`src/rtl/alu_cmd_sequencer_pkg.sv`:
```
// Shared definitions for the ALU command sequencer: ALU function codes,
// controller states, flag bit positions and a small decode helper.
package alu_cmd_sequencer_pkg;

   // ALU function codes understood by the external 4-bit ALU
   localparam logic [3:0] F_ADD  = 4'b0000;
   localparam logic [3:0] F_SUB  = 4'b0001;
   localparam logic [3:0] F_AND  = 4'b0100;
   localparam logic [3:0] F_OR   = 4'b0101;
   localparam logic [3:0] F_XOR  = 4'b0110;
   localparam logic [3:0] F_SLL  = 4'b1000;
   localparam logic [3:0] F_SRL  = 4'b1001;
   localparam logic [3:0] F_SRA  = 4'b1010;
   localparam logic [3:0] F_PASS = 4'b1111;

   // Positions inside the {Z,N,C,V} flag vector
   localparam int FLAG_Z = 3;
   localparam int FLAG_N = 2;
   localparam int FLAG_C = 1;
   localparam int FLAG_V = 0;

   typedef enum logic [1:0] {
      IDLE = 2'd0,
      EXEC = 2'd1,
      LOAD = 2'd2,
      RESP = 2'd3
   } seq_state_t;

   // Only add and subtract produce meaningful carry/overflow flags
   function automatic logic is_arith(input logic [3:0] func);
      return (func == F_ADD) || (func == F_SUB);
   endfunction

endpackage

```
`src/rtl/alu_cmd_sequencer_if.sv`:
```
// Command/response handshake bundle between a host and the ALU command
// sequencer. The master drives commands and consumes responses.
interface alu_cmd_sequencer_if #(
   parameter int WIDTH = 4,
   parameter int CNT_W = 3
);
   logic             cmd_valid;
   logic             cmd_ready;
   logic             cmd_load;
   logic [3:0]       cmd_func;
   logic [WIDTH-1:0] cmd_operand;
   logic [CNT_W-1:0] cmd_count;
   logic             rsp_valid;
   logic             rsp_ready;
   logic [WIDTH-1:0] rsp_acc;
   logic [3:0]       rsp_flags;

   modport master (
      output cmd_valid, cmd_load, cmd_func, cmd_operand, cmd_count, rsp_ready,
      input  cmd_ready, rsp_valid, rsp_acc, rsp_flags
   );

   modport slave (
      input  cmd_valid, cmd_load, cmd_func, cmd_operand, cmd_count, rsp_ready,
      output cmd_ready, rsp_valid, rsp_acc, rsp_flags
   );
endinterface

```
`src/rtl/alu_cmd_sequencer.sv`:
```
// Accumulator-machine controller around an external combinational ALU.
// A command either loads the accumulator directly or iterates one ALU
// function (count+1 times) on it; the result and {Z,N,C,V} are then
// offered on the response channel until the host takes them.
module alu_cmd_sequencer
   import alu_cmd_sequencer_pkg::*;
#(
   parameter int WIDTH = 4,
   parameter int CNT_W = 3
) (
   input  logic             clk,
   input  logic             reset,
   alu_cmd_sequencer_if.slave bus,
   output logic [WIDTH-1:0] alu_a,
   output logic [WIDTH-1:0] alu_b,
   output logic [3:0]       alu_func,
   input  logic [WIDTH-1:0] alu_y,
   input  logic [3:0]       alu_flags,
   output logic             busy
);

   seq_state_t       state_r;
   logic [WIDTH-1:0] acc_r;
   logic [3:0]       flags_r;
   logic [3:0]       func_r;
   logic [WIDTH-1:0] operand_r;
   logic [CNT_W-1:0] remaining_r;
   logic             cmd_ready_r;
   logic             rsp_valid_r;
   logic             busy_r;

   // Controller FSM with its datapath registers and registered handshake outputs.
   // cmd_ready is a register rather than a state decode so that it stays low
   // for the whole reset period and rises on the first clock after it.
   always_ff @(posedge clk) begin
      if (reset) begin
         state_r     <= IDLE;
         acc_r       <= {WIDTH{1'b0}};
         flags_r     <= 4'b0000;
         func_r      <= 4'b0000;
         operand_r   <= {WIDTH{1'b0}};
         remaining_r <= {CNT_W{1'b0}};
         cmd_ready_r <= 1'b0;
         rsp_valid_r <= 1'b0;
         busy_r      <= 1'b0;
      end else begin
         case (state_r)
            IDLE: begin
               if (bus.cmd_valid && cmd_ready_r) begin
                  func_r      <= bus.cmd_func;
                  operand_r   <= bus.cmd_operand;
                  remaining_r <= bus.cmd_count;
                  cmd_ready_r <= 1'b0;
                  busy_r      <= 1'b1;
                  state_r     <= bus.cmd_load ? LOAD : EXEC;
               end else begin
                  cmd_ready_r <= 1'b1;
               end
            end
            LOAD: begin
               acc_r           <= operand_r;
               flags_r[FLAG_Z] <= (operand_r == {WIDTH{1'b0}});
               flags_r[FLAG_N] <= operand_r[WIDTH-1];
               flags_r[FLAG_C] <= 1'b0;
               flags_r[FLAG_V] <= 1'b0;
               rsp_valid_r     <= 1'b1;
               state_r         <= RESP;
            end
            EXEC: begin
               acc_r           <= alu_y;
               flags_r[FLAG_Z] <= alu_flags[FLAG_Z];
               flags_r[FLAG_N] <= alu_flags[FLAG_N];
               // Logic and shift results leave the last arithmetic carry/overflow intact
               if (is_arith(func_r)) begin
                  flags_r[FLAG_C] <= alu_flags[FLAG_C];
                  flags_r[FLAG_V] <= alu_flags[FLAG_V];
               end
               if (remaining_r == {CNT_W{1'b0}}) begin
                  rsp_valid_r <= 1'b1;
                  state_r     <= RESP;
               end else begin
                  remaining_r <= remaining_r - CNT_W'(1);
               end
            end
            RESP: begin
               if (bus.rsp_ready) begin
                  rsp_valid_r <= 1'b0;
                  cmd_ready_r <= 1'b1;
                  busy_r      <= 1'b0;
                  state_r     <= IDLE;
               end
            end
            default: begin
               rsp_valid_r <= 1'b0;
               cmd_ready_r <= 1'b0;
               busy_r      <= 1'b0;
               state_r     <= IDLE;
            end
         endcase
      end
   end

   // The ALU always sees the accumulator and the latched operand/function;
   // its result is only consumed while in EXEC.
   assign alu_a         = acc_r;
   assign alu_b         = operand_r;
   assign alu_func      = func_r;

   assign bus.cmd_ready = cmd_ready_r;
   assign bus.rsp_valid = rsp_valid_r;
   assign bus.rsp_acc   = acc_r;
   assign bus.rsp_flags = flags_r;
   assign busy          = busy_r;

endmodule

```
`src/flat_wrapper.sv`:
```
// flat-port wrapper written by rule: the top's interface ports become plain ports
module alu_cmd_sequencer_flat import alu_cmd_sequencer_pkg::*;
#(
   parameter int WIDTH = 4,
   parameter int CNT_W = 3
)
  (clk, reset, alu_a, alu_b, alu_func, alu_y, alu_flags, busy, bus_cmd_valid, bus_cmd_load, bus_cmd_func, bus_cmd_operand, bus_cmd_count, bus_rsp_ready, bus_cmd_ready, bus_rsp_valid, bus_rsp_acc, bus_rsp_flags);
  alu_cmd_sequencer_if #(.WIDTH(WIDTH), .CNT_W(CNT_W)) bus_i ();
  input  logic clk;
  input  logic reset;
  output logic [WIDTH-1:0] alu_a;
  output logic [WIDTH-1:0] alu_b;
  output logic [3:0] alu_func;
  input  logic [WIDTH-1:0] alu_y;
  input  logic [3:0] alu_flags;
  output logic busy;
  input wire logic [$bits(bus_i.cmd_valid)-1:0] bus_cmd_valid;
  input wire logic [$bits(bus_i.cmd_load)-1:0] bus_cmd_load;
  input wire logic [$bits(bus_i.cmd_func)-1:0] bus_cmd_func;
  input wire logic [$bits(bus_i.cmd_operand)-1:0] bus_cmd_operand;
  input wire logic [$bits(bus_i.cmd_count)-1:0] bus_cmd_count;
  input wire logic [$bits(bus_i.rsp_ready)-1:0] bus_rsp_ready;
  output wire logic [$bits(bus_i.cmd_ready)-1:0] bus_cmd_ready;
  output wire logic [$bits(bus_i.rsp_valid)-1:0] bus_rsp_valid;
  output wire logic [$bits(bus_i.rsp_acc)-1:0] bus_rsp_acc;
  output wire logic [$bits(bus_i.rsp_flags)-1:0] bus_rsp_flags;
  assign bus_i.cmd_valid = bus_cmd_valid;
  assign bus_i.cmd_load = bus_cmd_load;
  assign bus_i.cmd_func = bus_cmd_func;
  assign bus_i.cmd_operand = bus_cmd_operand;
  assign bus_i.cmd_count = bus_cmd_count;
  assign bus_i.rsp_ready = bus_rsp_ready;
  assign bus_cmd_ready = bus_i.cmd_ready;
  assign bus_rsp_valid = bus_i.rsp_valid;
  assign bus_rsp_acc = bus_i.rsp_acc;
  assign bus_rsp_flags = bus_i.rsp_flags;
  alu_cmd_sequencer #(.WIDTH(WIDTH), .CNT_W(CNT_W)) u_core (.clk(clk), .reset(reset), .bus(bus_i), .alu_a(alu_a), .alu_b(alu_b), .alu_func(alu_func), .alu_y(alu_y), .alu_flags(alu_flags), .busy(busy));
endmodule
```
`config.mk`:
```
export PLATFORM = sky130hd
export DESIGN_NAME = alu_cmd_sequencer_flat
export DESIGN_NICKNAME = d
export VERILOG_FILES = /design/src/rtl/alu_cmd_sequencer_pkg.sv /design/src/rtl/alu_cmd_sequencer_if.sv /design/src/rtl/alu_cmd_sequencer.sv /design/src/flat_wrapper.sv
export SDC_FILE = /design/constraint.sdc
export NUM_CORES = 1
export LEC_CHECK = 0
export CAP_MARGIN = 40
export CORE_MARGIN = 2
export CORE_UTILIZATION = 60
export DETAILED_ROUTE_END_ITERATION = 12
export DONT_BUFFER_PORTS = 1
export PLACE_DENSITY_LB_ADDON = 0.08
export SETUP_SLACK_MARGIN = 0.4
export SYNTH_ARGS = -nofsm -noshare
export SYNTH_HDL_FRONTEND = slang
export SYNTH_SLANG_ARGS = --single-unit
```
`constraint.sdc`:
```
create_clock -name clk -period 2.01 [get_ports clk]
set_input_delay 0.3015 -clock clk [delete_from_list [all_inputs] [get_ports clk]]
set_output_delay 0.3015 -clock clk [all_outputs]
set_load 0.05 [all_outputs]
```
==> results.md, run 1 <==
- The total number of nets in the final design is 175.
- The number of synthesized register bits is 24.
- Of the total synthesized cell area, the portion taken by AND, OR, NAND and NOR gates is 0.231.
- The critical path is of the reg -> reg type.
- The via density per instance is 5.62.
- The mux contribution to synthesized area is 0.0594.
- The tightest min-delay check is of the in -> reg type.
- The number of enable flip-flop cells after synthesis is 0.
- Row generation in the floorplan step produced 16 rows.
- Buffers inserted to repair hold after CTS numbered 0.
- Between clock sinks in the finished design, the worst skew comes to 0.00599 ns.
- The worst-case vdd ir drop is 1030 uV.
- The count of warnings emitted by yosys is 0.
- The die covers 2330 um2.
- The count of buffers added on input and output ports is 0.
- The detail route stage leaves a number of antenna-violating nets equal to 0.
- The cell type with the largest total area after synthesis is dfxtp_1.
- In this run, the number of DRC markers left after iteration 0 of detailed routing was 9.
- The internal portion of the total power is 1160 uW.
- The required time of the critical path is 2.23 ns.
- The share of layout cells above drive strength 1 is 0.169.
- The period utilization is 0.757.
- The number of pins with negative max-slew slack in the final report is 0.
- Yosys mapped the design onto 28 distinct sky130hd cell types.
- The first-pass detailed-route iteration total is 4.
- The share of total power consumed by net switching is 0.493.
- The headroom to the max-slew limit is 0.612.
- The number of endpoints with negative hold slack in the final report is 0.
- The clock-pin slew on the worst setup and hold paths is 0.13 ns.
- Summing all multi-input logic gate instances after layout gives 657 um2.
- The number of I/O pins is 47.
- In the final timing run, aggregate negative setup slack is 0 ns.
- The slowest cell on the critical path is or4b_1.
- The clock network fraction of design power is 0.092.
- The buffering stage count on the worst path with inverters included is 1.
- The most used flip-flop cell after synthesis is dfxtp_1.
- In the post-route analysis, the smallest setup slack over all paths is 0.489 ns.
- The power after layout is 2290 uW.
- The number of global-route vias before repair is 933.
- Entering global routing, the biggest net connects 25 pins.
- The minimum setup slack after placement is 0.411 ns.
- After synthesis, the mean cell area works out to 8.48 um2.
- In the final routed layout, each cell accounts on average for 14.1 um.
- The global-route wire length before repair is 3970 um.
- For this design the ratio of total power to cell area is 1780 nW/um2.
- The xor and xnor fraction of the mapped netlist area is 0.
- The post-synthesis instance total is 139.
- The cell area that synthesis handed to floorplanning was 1180 um2.
- The worst path in the final design needs a cycle of 1.52 ns, including I/O delays and setup.
- After synthesis, the largest family of logic cells by area is simple AND/OR/NAND/NOR gates.
- The total of fill cells in the finished design is 162.
- At the later pin of the worst-skew pair, clock insertion delay measures 0.31 ns.
- The switching power is 1130 uW.
- Ranked by instance count, the synthesized netlist is headed by dfxtp_1, nand2_1, a21oi_1, nor2_1.
- For this configuration, the core starts out at a cell density of 0.620.
- The number of standard cells in the final layout excluding fillers is 169.
- Data arrives at the worst endpoint at 1.74 ns.
- The leakage power total is 0.000485 uW.
- The sequential power share is 0.376.
- The number of sinks driven by the clock tree is 24.
- The total setup violations reported at the end of the flow is 0.
- After synthesis, the cell types taking the most area are dfxtp_1, ha_1, a21oi_1.
- Setup repair after global routing could not meet its margin everywhere.
- The share of Yosys cell area claimed by the top area cell type is 0.408.
- The area added between synthesis and finish is 9.13%.
- The post-synthesis net count is 170.
- The CTS root buffer is clkbuf_4.
- The number of buffers on the longest clock path is 2.
- The share of total power dissipated in combinational logic is 0.532.
- Summed over all nets, the half-perimeter wirelength after detailed placement is 1750 um.
- The combined global-route utilization of all metal layers is 0.213.
- The number of max-cap violations is 0.
- The final global-route overflow total is 0.
- Grouping stages by cell kind, the critical path spends the most delay in simple AND/OR/NAND/NOR gates.
- Of the total synthesized cell area, the portion taken by full adders, half adders and majority gates is 0.0743.
- Walking the worst path, the cells encountered are inv_1, ha_2, or4b_1, nand3_1, a21oi_1.
- Measured along the y axis, the die boundary spans 48.3 um.
- The die is 48.3 um wide.
- In the final layout, flip-flops and latches occupy 483 um2.
- The final wirelength is 2380 um.
- The number of placed instances, taps included, is 165.
- The share of async-settable or async-resettable flops after synthesis is 0.
- The transition time at the pin with the least slew margin is 0.581 ns.
- 0 antenna diodes ended up in the layout.
- The most frequently used cell type in the post-synthesis netlist is dfxtp_1.
- STA classifies the critical path startpoint as a flip-flop.
- The fraction of the mapped netlist area in compound gates is 0.161.
- The total CTS buffers is 3.
- The routability-driven placement congestion ratio is 0.788.
- For this run, design rule violations remaining after detail routing come to 0.
- Static timing analysis puts the maximum clock frequency at 0.657 GHz.
- TritonCTS built the clock tree.
- The floorplan step defined a core boundary enclosing 1900 um2.
- Across all register-to-register paths, the minimum setup slack is 0.49 ns.
- The depth of the CTS H-tree is 1.
- The number of vias after detailed routing is 950.
- The initial antenna violation count was 0.
- The highest cell delay on the worst timing path is 0.48 ns.
- The sequential element share of the synthesized area is 0.408.
- The worst setup path is captured at a flip-flop.
- The flow ran to the end, and the final reports show no timing, DRC or antenna violations.
- In this run the worst path has a maximum fanout of 8.
-- routing by layer --
layer | GRT usage | up-vias | share of wire
met1 | 0.249 | 436 | 0.44
met5 | 0 | - | 0
met3 | 0.0648 | 5 | 0.062
met4 | 0.0714 | 0 | 0.016
met2 | 0.373 | 32 | 0.48
li1 | - | 477 | -
-- logic make-up (layout without fill, tap and decap cells) --
| logic type | Yosys count | count (layout) |
|---|---|---|
| buffers and inverters | 15 | 18 |
| AND/OR/NAND/NOR | 56 | 56 |
| flip-flops | 24 | 24 |
| multiplexers | 7 | 7 |
| AO/OA/AOI/OAI | 30 | 30 |
| adder cells (fa/ha/maj) | 7 | 7 |
-- cell type report --
cell class | instances | share of cell area
clock buffers | 3 | 0.0175
inverters | 6 | 0.0175
multi-input cells | 100 | 0.511
flip-flops and latches | 24 | 0.375
well taps | 27 | 0.0263
repair buffers | 9 | 0.0525
-- flip-flops by register name, summed over array words and instances, names as in the netlist --
| register | count |
|---|---|
| u_core.remaining_r | 3 |
| u_core.bus.rsp_flags | 4 |
| u_core.state_r | 2 |
| u_core.alu_func | 4 |
| u_core.alu_b | 4 |
| u_core.bus.rsp_valid | 1 |
| u_core.bus.cmd_ready | 1 |
| u_core.busy | 1 |
| u_core.alu_a | 4 |
-- worst register-to-register path, stage by stage, from the launching register on --
cell	delay, ns
dfxtp_2	0.36
inv_1	0.10
ha_2	0.31
or4b_1	0.48
nand3_1	0.11
a21oi_1	0.07
-- repair_timing --
action | 4_1_cts | 5_1_grt
resized for setup | 1 | 9
endpoints found under the setup margin | 3 | 10
endpoints found under the hold margin | 0 | 0
buffers inserted | 0 | 1
pin swaps | 1 | 1
gates cloned | 0 | 0
-- through the flow --
step / utilization / cell area (um2) / hold slack (ns)
after detailed placement: 0.640 / 1220 / 0.373
after global placement: 0.640 / 1220 / 0.371
final: 0.676 / 1290 / 0.0299
after floorplan: - / 1180 / 0.374
after CTS: 0.653 / 1240 / 0.0318
after global routing: 0.676 / 1290 / 0.0165
-- final timing paths --
check / startpoint / depth (start not counted) / endpoint
worst min-delay path: reset / 1 / u_core.remaining_r[0]
worst min register to register: u_core.alu_a[1] / 2 / u_core.alu_a[1]
worst max register to register: u_core.state_r[1] / 5 / u_core.bus.rsp_flags[0]
worst max-delay path: u_core.state_r[1] / 5 / u_core.bus.rsp_flags[0]
-- power groups by stage --
stage	registers, uW	clock network (uW)	logic, uW
after floorplan	978	0	826
after global placement	861	0	1080
after detailed placement	866	0	1110
after CTS	854	213	1120
after global routing	876	230	1360
final	859	210	1220
-- layout by cell type (no fill, tap or decap), types with 2 or more instances in the layout --
| master | synthesis | routed |
|---|---|---|
| a211oi_1 | 7 | 7 |
| a21oi_1 | 16 | 16 |
| buf_4 | 5 | 9 |
| clkbuf_4 | 0 | 3 |
| dfxtp_1 | 24 | 22 |
| dfxtp_2 | 0 | 2 |
| ha_1 | 7 | 4 |
| ha_2 | 0 | 3 |
| inv_1 | 6 | 6 |
| mux2i_1 | 7 | 7 |
| nand2_1 | 20 | 20 |
| nand2b_1 | 4 | 3 |
| nand3_1 | 3 | 3 |
| nand3b_1 | 2 | 2 |
| nor2_1 | 16 | 16 |
| nor2b_1 | 3 | 3 |
| o21ai_1 | 3 | 3 |
Note: power is estimated with default switching activity, not from simulation.
==> run 2, diff against run 1 <==
==> constraint.sdc (replaced) <==
create_clock -name clk -period 1.5 [get_ports clk]
set_input_delay 0.225 -clock clk [delete_from_list [all_inputs] [get_ports clk]]
set_output_delay 0.225 -clock clk [all_outputs]
set_load 0.05 [all_outputs]
==> results.md, run 2 <==
- Ranked by instance count, the synthesized netlist is headed by dfxtp_1, nand2_1, a21oi_1, nor2_1.
- The synthesized design spends more area on one cell type than any other, namely dfxtp_1.
- The average footprint of a synthesized cell is 8.48 um2.
- The pin type at the end of the worst path is a register data pin.
- The Yosys step of the flow raised 0 warnings.
- The number of buffers on the longest clock path is 2.
- Buffers placed on the I/O ports in this run total 0.
- Counting the buffers created by CTS gives 3.
- The number of rows created at floorplan is 16.
- Of the post-synthesis cell area, the dominant cell type holds 0.408.
- The sequential element share of the synthesized area is 0.408.
- In the synthesized netlist the async set-or-reset flop fraction comes to 0.
- The count of different cell masters after synthesis is 28.
- The die is 48.3 um wide.
- The CTS root buffer is clkbuf_4.
- Detailed placement ended at an HPWL of 1830 um.
- The cell area after technology mapping is 1180 um2.
- Yosys attributes the largest share of cell area to dfxtp_1, ha_1, a21oi_1.
- The post-synthesis instance total is 139.
- The overall die height is 48.3 um.
- The initial utilization of the core area, before any placement, comes to 0.620.
- The number of nets in the synthesized netlist is 170.
- The maximum number of pins on one net before global-route repair is 25.
- The worst endpoint from the post-global-route timing repair is u_core.remaining_r[1]$_SDFFE_PP0P_/D.
- Pin placement for this block handled 47 I/O pins.
- The flow did not finish.
- The most used flip-flop cell after synthesis is dfxtp_1.
- In the post-synthesis netlist, the cell with the most instances is dfxtp_1.
- The depth of the CTS H-tree is 1.
- The number of sinks driven by the clock tree is 24.
- The number of synthesized register bits is 24.
- The flow stopped in 5_1_grt.
- The synthesized design contains 0 enable-type register cells.
- The first error in the log reads "[ERROR DPL-0038] Utilization greater than 100%, impossible to legalize".
- The routability-driven placement congestion ratio is 0.801.
-- run 2: cell families after synthesis --
group | after synthesis | synth area share
fa+ha+maj | 7 | 0.0743
flops | 24 | 0.408
compound gates | 30 | 0.161
simple gates | 56 | 0.231
mux | 7 | 0.0595
buf+inv | 15 | 0.0658
-- run 2: through the flow --
step                      instance area (um2)  std cells  hold WS (ns)  setup slack [ns]  utilization
after floorplan                          1300        139         0.290             0.138            -
after global placement                   1350        168         0.287            0.0742        0.709
after detailed placement                 1350        168         0.289            0.0403        0.709
after CTS                                1700        184       -0.0637            0.0840        0.893
-- run 2: timing repair --
action,4_1_cts
endpoints found under the setup margin,44
pin swaps,20
hold endpoints to repair,24
setup buffers,11
resized for setup,52
cloned,1
==> run 3, diff against run 2 <==
--- a/config.mk
+++ b/config.mk
@@ -6,12 +6,11 @@
 export NUM_CORES = 1
 export LEC_CHECK = 0
 export CAP_MARGIN = 40
-export CORE_MARGIN = 2
-export CORE_UTILIZATION = 60
+export CORE_AREA = 2 2 63 65
 export DETAILED_ROUTE_END_ITERATION = 12
+export DIE_AREA = 0 0 65 67
 export DONT_BUFFER_PORTS = 1
-export PLACE_DENSITY_LB_ADDON = 0.08
-export SETUP_SLACK_MARGIN = 0.4
+export PLACE_DENSITY_LB_ADDON = 0.15
 export SYNTH_ARGS = -nofsm -noshare
 export SYNTH_HDL_FRONTEND = slang
 export SYNTH_SLANG_ARGS = --single-unit
==> results.md, run 3 (synthesized netlist as in run 1, its figures left out) <==
- The flow ran to the end, and the final reports show no timing, DRC or antenna violations.
- Using the TritonRoute via totals, the vias-per-cell ratio works out to 4.89.
- The worst setup path is captured at a flip-flop.
- STA classifies the critical path startpoint as a flip-flop.
- The number of rows created at floorplan is 22.
- CTS built an H-tree with a depth of 1.
- The worst clock skew on the final layout is 0.00560 ns.
- Once detailed placement completed, the half-perimeter wirelength came to 2080 um.
- The power density over cell area is 2370 nW/um2.
- The critical path is of the reg -> reg type.
- The root buffer cell chosen for the clock tree is clkbuf_8.
- Wires add up to 2780 um.
- In the finished design, the share of the clock period the worst path needs comes to 0.949.
- TritonCTS built the clock tree.
- Measured against its own limit, the worst slew margin works out to 0.656.
- The wire length per cell after detailed routing is 13.5 um.
- The first-pass detailed-route iteration total is 4.
- For the worst setup path, the data required time is 1.70 ns.
- The share of layout cells above drive strength 1 is 0.297.
- The area added between synthesis and finish is 28.8%.
- In this run the worst path has a maximum fanout of 3.
- The full die area is 4360 um2.
- For this run, the slowest stage of the critical path takes 0.33 ns.
- The post-place instance area is 1360 um2.
- For the finished layout, the period the worst path requires is 1.42 ns.
- The fmax is 0.702 GHz.
- On the final layout, the worst hold slack is 0.0222 ns.
- The critical path goes through inv_1, ha_2, ha_4, nand2b_4, or3_1, o211a_1, nor2_1.
- The number of antenna-violating nets in the routed design is 0.
- The number of max-cap violations is 0.
- For the pin with the worst max-slew slack, the measured transition is 0.516 ns.
- Clock latency on the worst-skew pair, taken at its later pin, is 0.26 ns.
- The number of pins with negative max-slew slack in the final report is 0.
- For this run, the total global-route usage over all layers was measured as 0.135.
- The number of buffers on the longest clock path is 2.
- The most frequent standard cell in the layout excluding fill and tap cells is buf_4.
- The count of buffers from port buffering is 0.
- The finished cells cover 1520 um2.
- The number of I/O pins is 47.
- The final global-route overflow total is 0.
- The detailed router finished its first iteration with 43 violations.
- The slowest stage of the critical path belongs to the cell dfxtp_2.
- After clock tree synthesis, the flow added hold-fix buffers numbering 0.
- The initial utilization of the core area, before any placement, comes to 0.327.
- The number of endpoints with negative hold slack in the final report is 0.
- The total CTS buffers is 3.
- The number of global-route vias before repair is 983.
- The power after layout is 3600 uW.
- The library cells used most frequently in the layout, excluding fill and tap cells, are buf_4, dfxtp_1, nand2_1.
- The number of antenna diodes is 0.
- The arrival time of data at the critical path endpoint is 1.62 ns.
- VDD sags by at most 690 uV.
- Clock tree synthesis found a total of 24 sinks.
- The placeable core region is 3610 um2.
- After the last flow step, the layout net total stands at 190.
- The total DRC errors in the routed layout is 0.
- The floorplan step set the die width to 65 um.
- In this run the static leakage power is 0.000586 uW.
- The global-route wire length before repair is 4480 um.
- The worst hold path class is in -> reg.
- Setup violations remaining at the end of the flow were counted as 0.
- The utilization after layout is 0.421.
- The die is 67 um tall.
- The clock-pin slew on the worst setup and hold paths is 0.09 ns.
- The number of vias after detailed routing is 1,007.
- The initial antenna violation count is 0.
- Entering global routing, the biggest net connects 25 pins.
- Routability-driven placement finished with a final weighted congestion of 0.787.
- The total of fill cells in the finished design is 379.
-- run 3: layer usage --
layer,vias to the layer above,routed length [um],global-route usage
met2,29,1400,0.240
met3,2,202,0.0473
met1,466,1150,0.151
met4,0,27,0.0399
met5,-,0,0
li1,510,-,-
-- run 3: metrics by stage --
| stage | setup TNS (ns) | cells | worst slack, ns |
|---|---|---|---|
| 5_1_grt | -0.00101 | 206 | -0.00101 |
| 2_1_floorplan | 0 | 139 | 0.0182 |
| 3_5_place_dp | -0.128 | 201 | -0.0578 |
| 3_3_place_gp | -0.0912 | 201 | -0.0603 |
| 6_report | 0 | 206 | 0.0760 |
| 4_1_cts | 0 | 206 | 0.00469 |
-- run 3: area by class of cell --
| class | count | area (um2) | area share |
|---|---|---|---|
| Timing Repair Buffer | 24 | 180 | 0.119 |
| Sequential cell | 24 | 487 | 0.321 |
| Clock inverter | 1 | 30.0 | 0.0198 |
| Tap cell | 48 | 60.1 | 0.0396 |
| Clock buffer | 3 | 41.3 | 0.0272 |
| Inverter | 6 | 22.5 | 0.0148 |
| Multi-Input combinational cell | 100 | 697 | 0.459 |
-- run 3: path summary, 6_finish.rpt --
check | startpoint | endpoint | slack [ns] | cells past startpoint
hold / removal | reset | u_core.alu_a[3] | 0.02 | 1
setup reg to reg | u_core.remaining_r[1] | u_core.remaining_r[0] | 0.08 | 7
hold reg to reg | u_core.remaining_r[1] | u_core.remaining_r[1] | 0.48 | 2
setup / recovery | u_core.remaining_r[1] | u_core.remaining_r[0] | 0.08 | 7
-- run 3: power breakdown --
part | internal (uW) | switching, uW
clock network | 356 | 198
registers | 817 | 208
logic | 829 | 1190
total | 2000 | 1600
-- run 3: timing repair --
action | CTS | global route
pin swaps | 2 | 5
resized for setup | 5 | 16
buffers inserted | 1 | 0
endpoints found under the hold margin | 0 | 0
endpoints found under the setup margin | 5 | 18
-- run 3: critical path, delay by kind of cell (launching register included) --
family,cells,cell delay (ns)
flops,1,0.33
compound gates,1,0.13
buf+inv,1,0.04
fa+ha+maj,2,0.35
simple gates,3,0.52
==> run 4, diff against run 3 <==
--- a/config.mk
+++ b/config.mk
@@ -6,9 +6,9 @@
 export NUM_CORES = 1
 export LEC_CHECK = 0
 export CAP_MARGIN = 40
-export CORE_AREA = 2 2 63 65
+export CORE_AREA = 4 4 65 67
 export DETAILED_ROUTE_END_ITERATION = 12
-export DIE_AREA = 0 0 65 67
+export DIE_AREA = 0 0 69 71
 export DONT_BUFFER_PORTS = 1
 export PLACE_DENSITY_LB_ADDON = 0.15
 export SYNTH_ARGS = -nofsm -noshare
==> constraint.sdc (replaced) <==
create_clock -name clk -period 1.5 [get_ports clk]
set_input_delay 0 -clock clk [delete_from_list [all_inputs] [get_ports clk]]
set_output_delay 0 -clock clk [all_outputs]
set_load 0.05 [all_outputs]
==> results.md, run 4 (synthesized netlist as in run 1, its figures left out) <==
- The CTS root buffer is clkbuf_8.
- Using the TritonRoute via totals, the vias-per-cell ratio works out to 4.77.
- The kind of start point of the critical path is a flip-flop.
- Summed over all cells, the static leakage comes to 0.000626 uW.
- The die covers 4900 um2.
- The count of buffers from port buffering is 0.
- The number of buffers on the longest clock path is 2.
- The final global-route overflow total is 0.
- Max-cap violations in this run came to 0.
- The initial antenna violation count is 0.
- The number of rows created at floorplan is 22.
- The power density over cell area is 2320 nW/um2.
- Routability-driven placement finished with a final weighted congestion of 0.761.
- The total CTS buffers is 3.
- The signal on the critical path passes through inv_2, ha_4, ha_4, nor2b_1, nor3_4, buf_4, a211oi_2.
- The flow ran to the end, but the final reports show violations.
- Of the cells placed in the final design, the portion with a size suffix greater than 1 is 0.331.
- The overall die height is 71 um.
- Once placement finished, the instance area stood at 1400 um2.
- The DRC violation total after the first TritonRoute iteration is 35.
- Setup repair after global routing could not meet its margin everywhere.
- The number of antenna-violating nets in the routed design is 0.
- The number of antenna diodes is 0.
- The total DRC errors in the routed layout is 0.
- Dividing the final minimum period by the clock period gives 0.965.
- Derived from the worst setup path, the maximum achievable clock frequency is 0.691 GHz.
- The area added between synthesis and finish is 32.9%.
- The final reports fail on negative hold slack.
- In this run the worst path has a maximum fanout of 3.
- The number of global-route vias before repair was 1,038.
- The top cell types in the final layout, fill and taps aside, are buf_4, dfxtp_1, nand2_1.
- Counting every sink on the clock net gives 24.
- The number of I/O pins is 47.
- STA classifies the critical path endpoint as a flip-flop.
- The first global-routing pass estimated 4860 um of wire.
- After detailed routing, the total wire length is 2930 um.
- The arrival time of data at the critical path endpoint is 1.63 ns.
- The sum of net half-perimeters after detailed placement is 2240 um.
- The number of pins with negative max-slew slack in the final report is 0.
- The path class of the tightest hold or removal check is in -> reg.
- In the post-route analysis, the smallest setup slack over all paths is 0.0524 ns.
- The headroom to the max-slew limit is 0.724.
- Counting stages on the worst path, the most repeated cell is ha_4.
- The count of cells in the finished layout, fillers not included, comes to 214.
- The transition time at the pin with the least slew margin is 0.408 ns.
- The power after layout is 3630 uW.
- The area occupied by registers is 487 um2.
- The number of endpoints with negative hold slack in the final report is 24.
- Timing analysis after detailed placement gives a worst setup slack of -0.0579 ns.
- The finished cells cover 1570 um2.
- CTS built an H-tree with a depth of 1.
- The startpoint-to-endpoint class of the critical path is reg -> reg.
- The area of combinational cells with multiple inputs is 702 um2.
- Across the VDD grid, the largest voltage drop is 638 uV.
- The final route contains 1,020 vias.
- Once placement completed, the tool counted placed cells totaling 207.
- The total of fill cells in the finished design is 364.
- In the global route stage, overall resource usage came out at 0.120.
- The core region is 3630 um2.
- The worst hold slack is -0.214 ns.
- Leaving out fill and tap cells, the most frequent cell in the layout is buf_4.
- The minimum clock period is 1.45 ns.
- The width of the chip is 69 um.
- The worst clock skew on the final layout is 0.00277 ns.
- The required time of the critical path is 1.68 ns.
- The clock-pin slew on the worst setup and hold paths is 0.09 ns.
- The first-pass detailed-route iteration total is 4.
- For this design, the slowest cell found on the critical path is dfxtp_2.
- The CTS tree is built.
- Setup violations remaining at the end of the flow were counted as 0.
- The highest cell delay on the worst timing path is 0.34 ns.
- The maximum number of pins on one net before global-route repair is 25.
- For the worst-skew pair, the clock arrives at the later sink with an insertion delay of 0.26 ns.
- The wire length per cell after detailed routing is 13.7 um.
- After the last flow step, the layout net total stands at 198.
- For this configuration, the core starts out at a cell density of 0.324.
[run 4: final timing paths]
path                            depth (start not counted)  slack, ns             startpoint               endpoint
worst max-delay path                                    7       0.05  u_core.remaining_r[1]      u_core.state_r[1]
worst min-delay path                                    1      -0.21                  reset  u_core.remaining_r[0]
worst max register to register                          7       0.05  u_core.remaining_r[1]      u_core.state_r[1]
worst min register to register                          2       0.47     u_core.alu_func[0]     u_core.alu_func[0]
[run 4: through the flow]
step | TNS, ns | util
after global routing | -0.00690 | 0.431
after global placement | -0.00728 | 0.386
after floorplan | 0 | -
after detailed placement | -0.0930 | 0.386
final | 0 | 0.431
after CTS | 0 | 0.413
[run 4: worst max-delay path, delay by kind of cell (launching register included)]
family          cells  cell delay (ns)
buf+inv             2             0.19
fa+ha+maj           2             0.31
flops               1             0.34
simple gates        2             0.33
compound gates      1             0.19
[run 4: final cells by class]
| cell class | instances | share of cell area |
|---|---|---|
| well taps | 48 | 0.0383 |
| flip-flops and latches | 24 | 0.311 |
| inverters | 6 | 0.0144 |
| repair buffers | 32 | 0.153 |
| multi-input cells | 100 | 0.448 |
| clock buffers | 4 | 0.0351 |
[run 4: metal layers]
layer,up-vias,part of all wire,global-route usage
li1,527,-,-
met1,461,0.45,0.151
met2,28,0.48,0.203
met3,4,0.061,0.0327
met4,0,0.0089,0.0325
met5,-,0,0
[run 4: repair_timing]
action	CTS	global route
pin swaps	2	4
gates resized for setup	7	14
setup endpoints to repair	4	7
hold endpoints to repair	24	24
setup buffers	2	1
[run 4: where the power goes]
group | leakage (uW) | internal, uW | switching (uW)
clock network | 0.0000288 | 234 | 210
logic | 0.000399 | 934 | 1340
registers | 0.000198 | 817 | 99.2
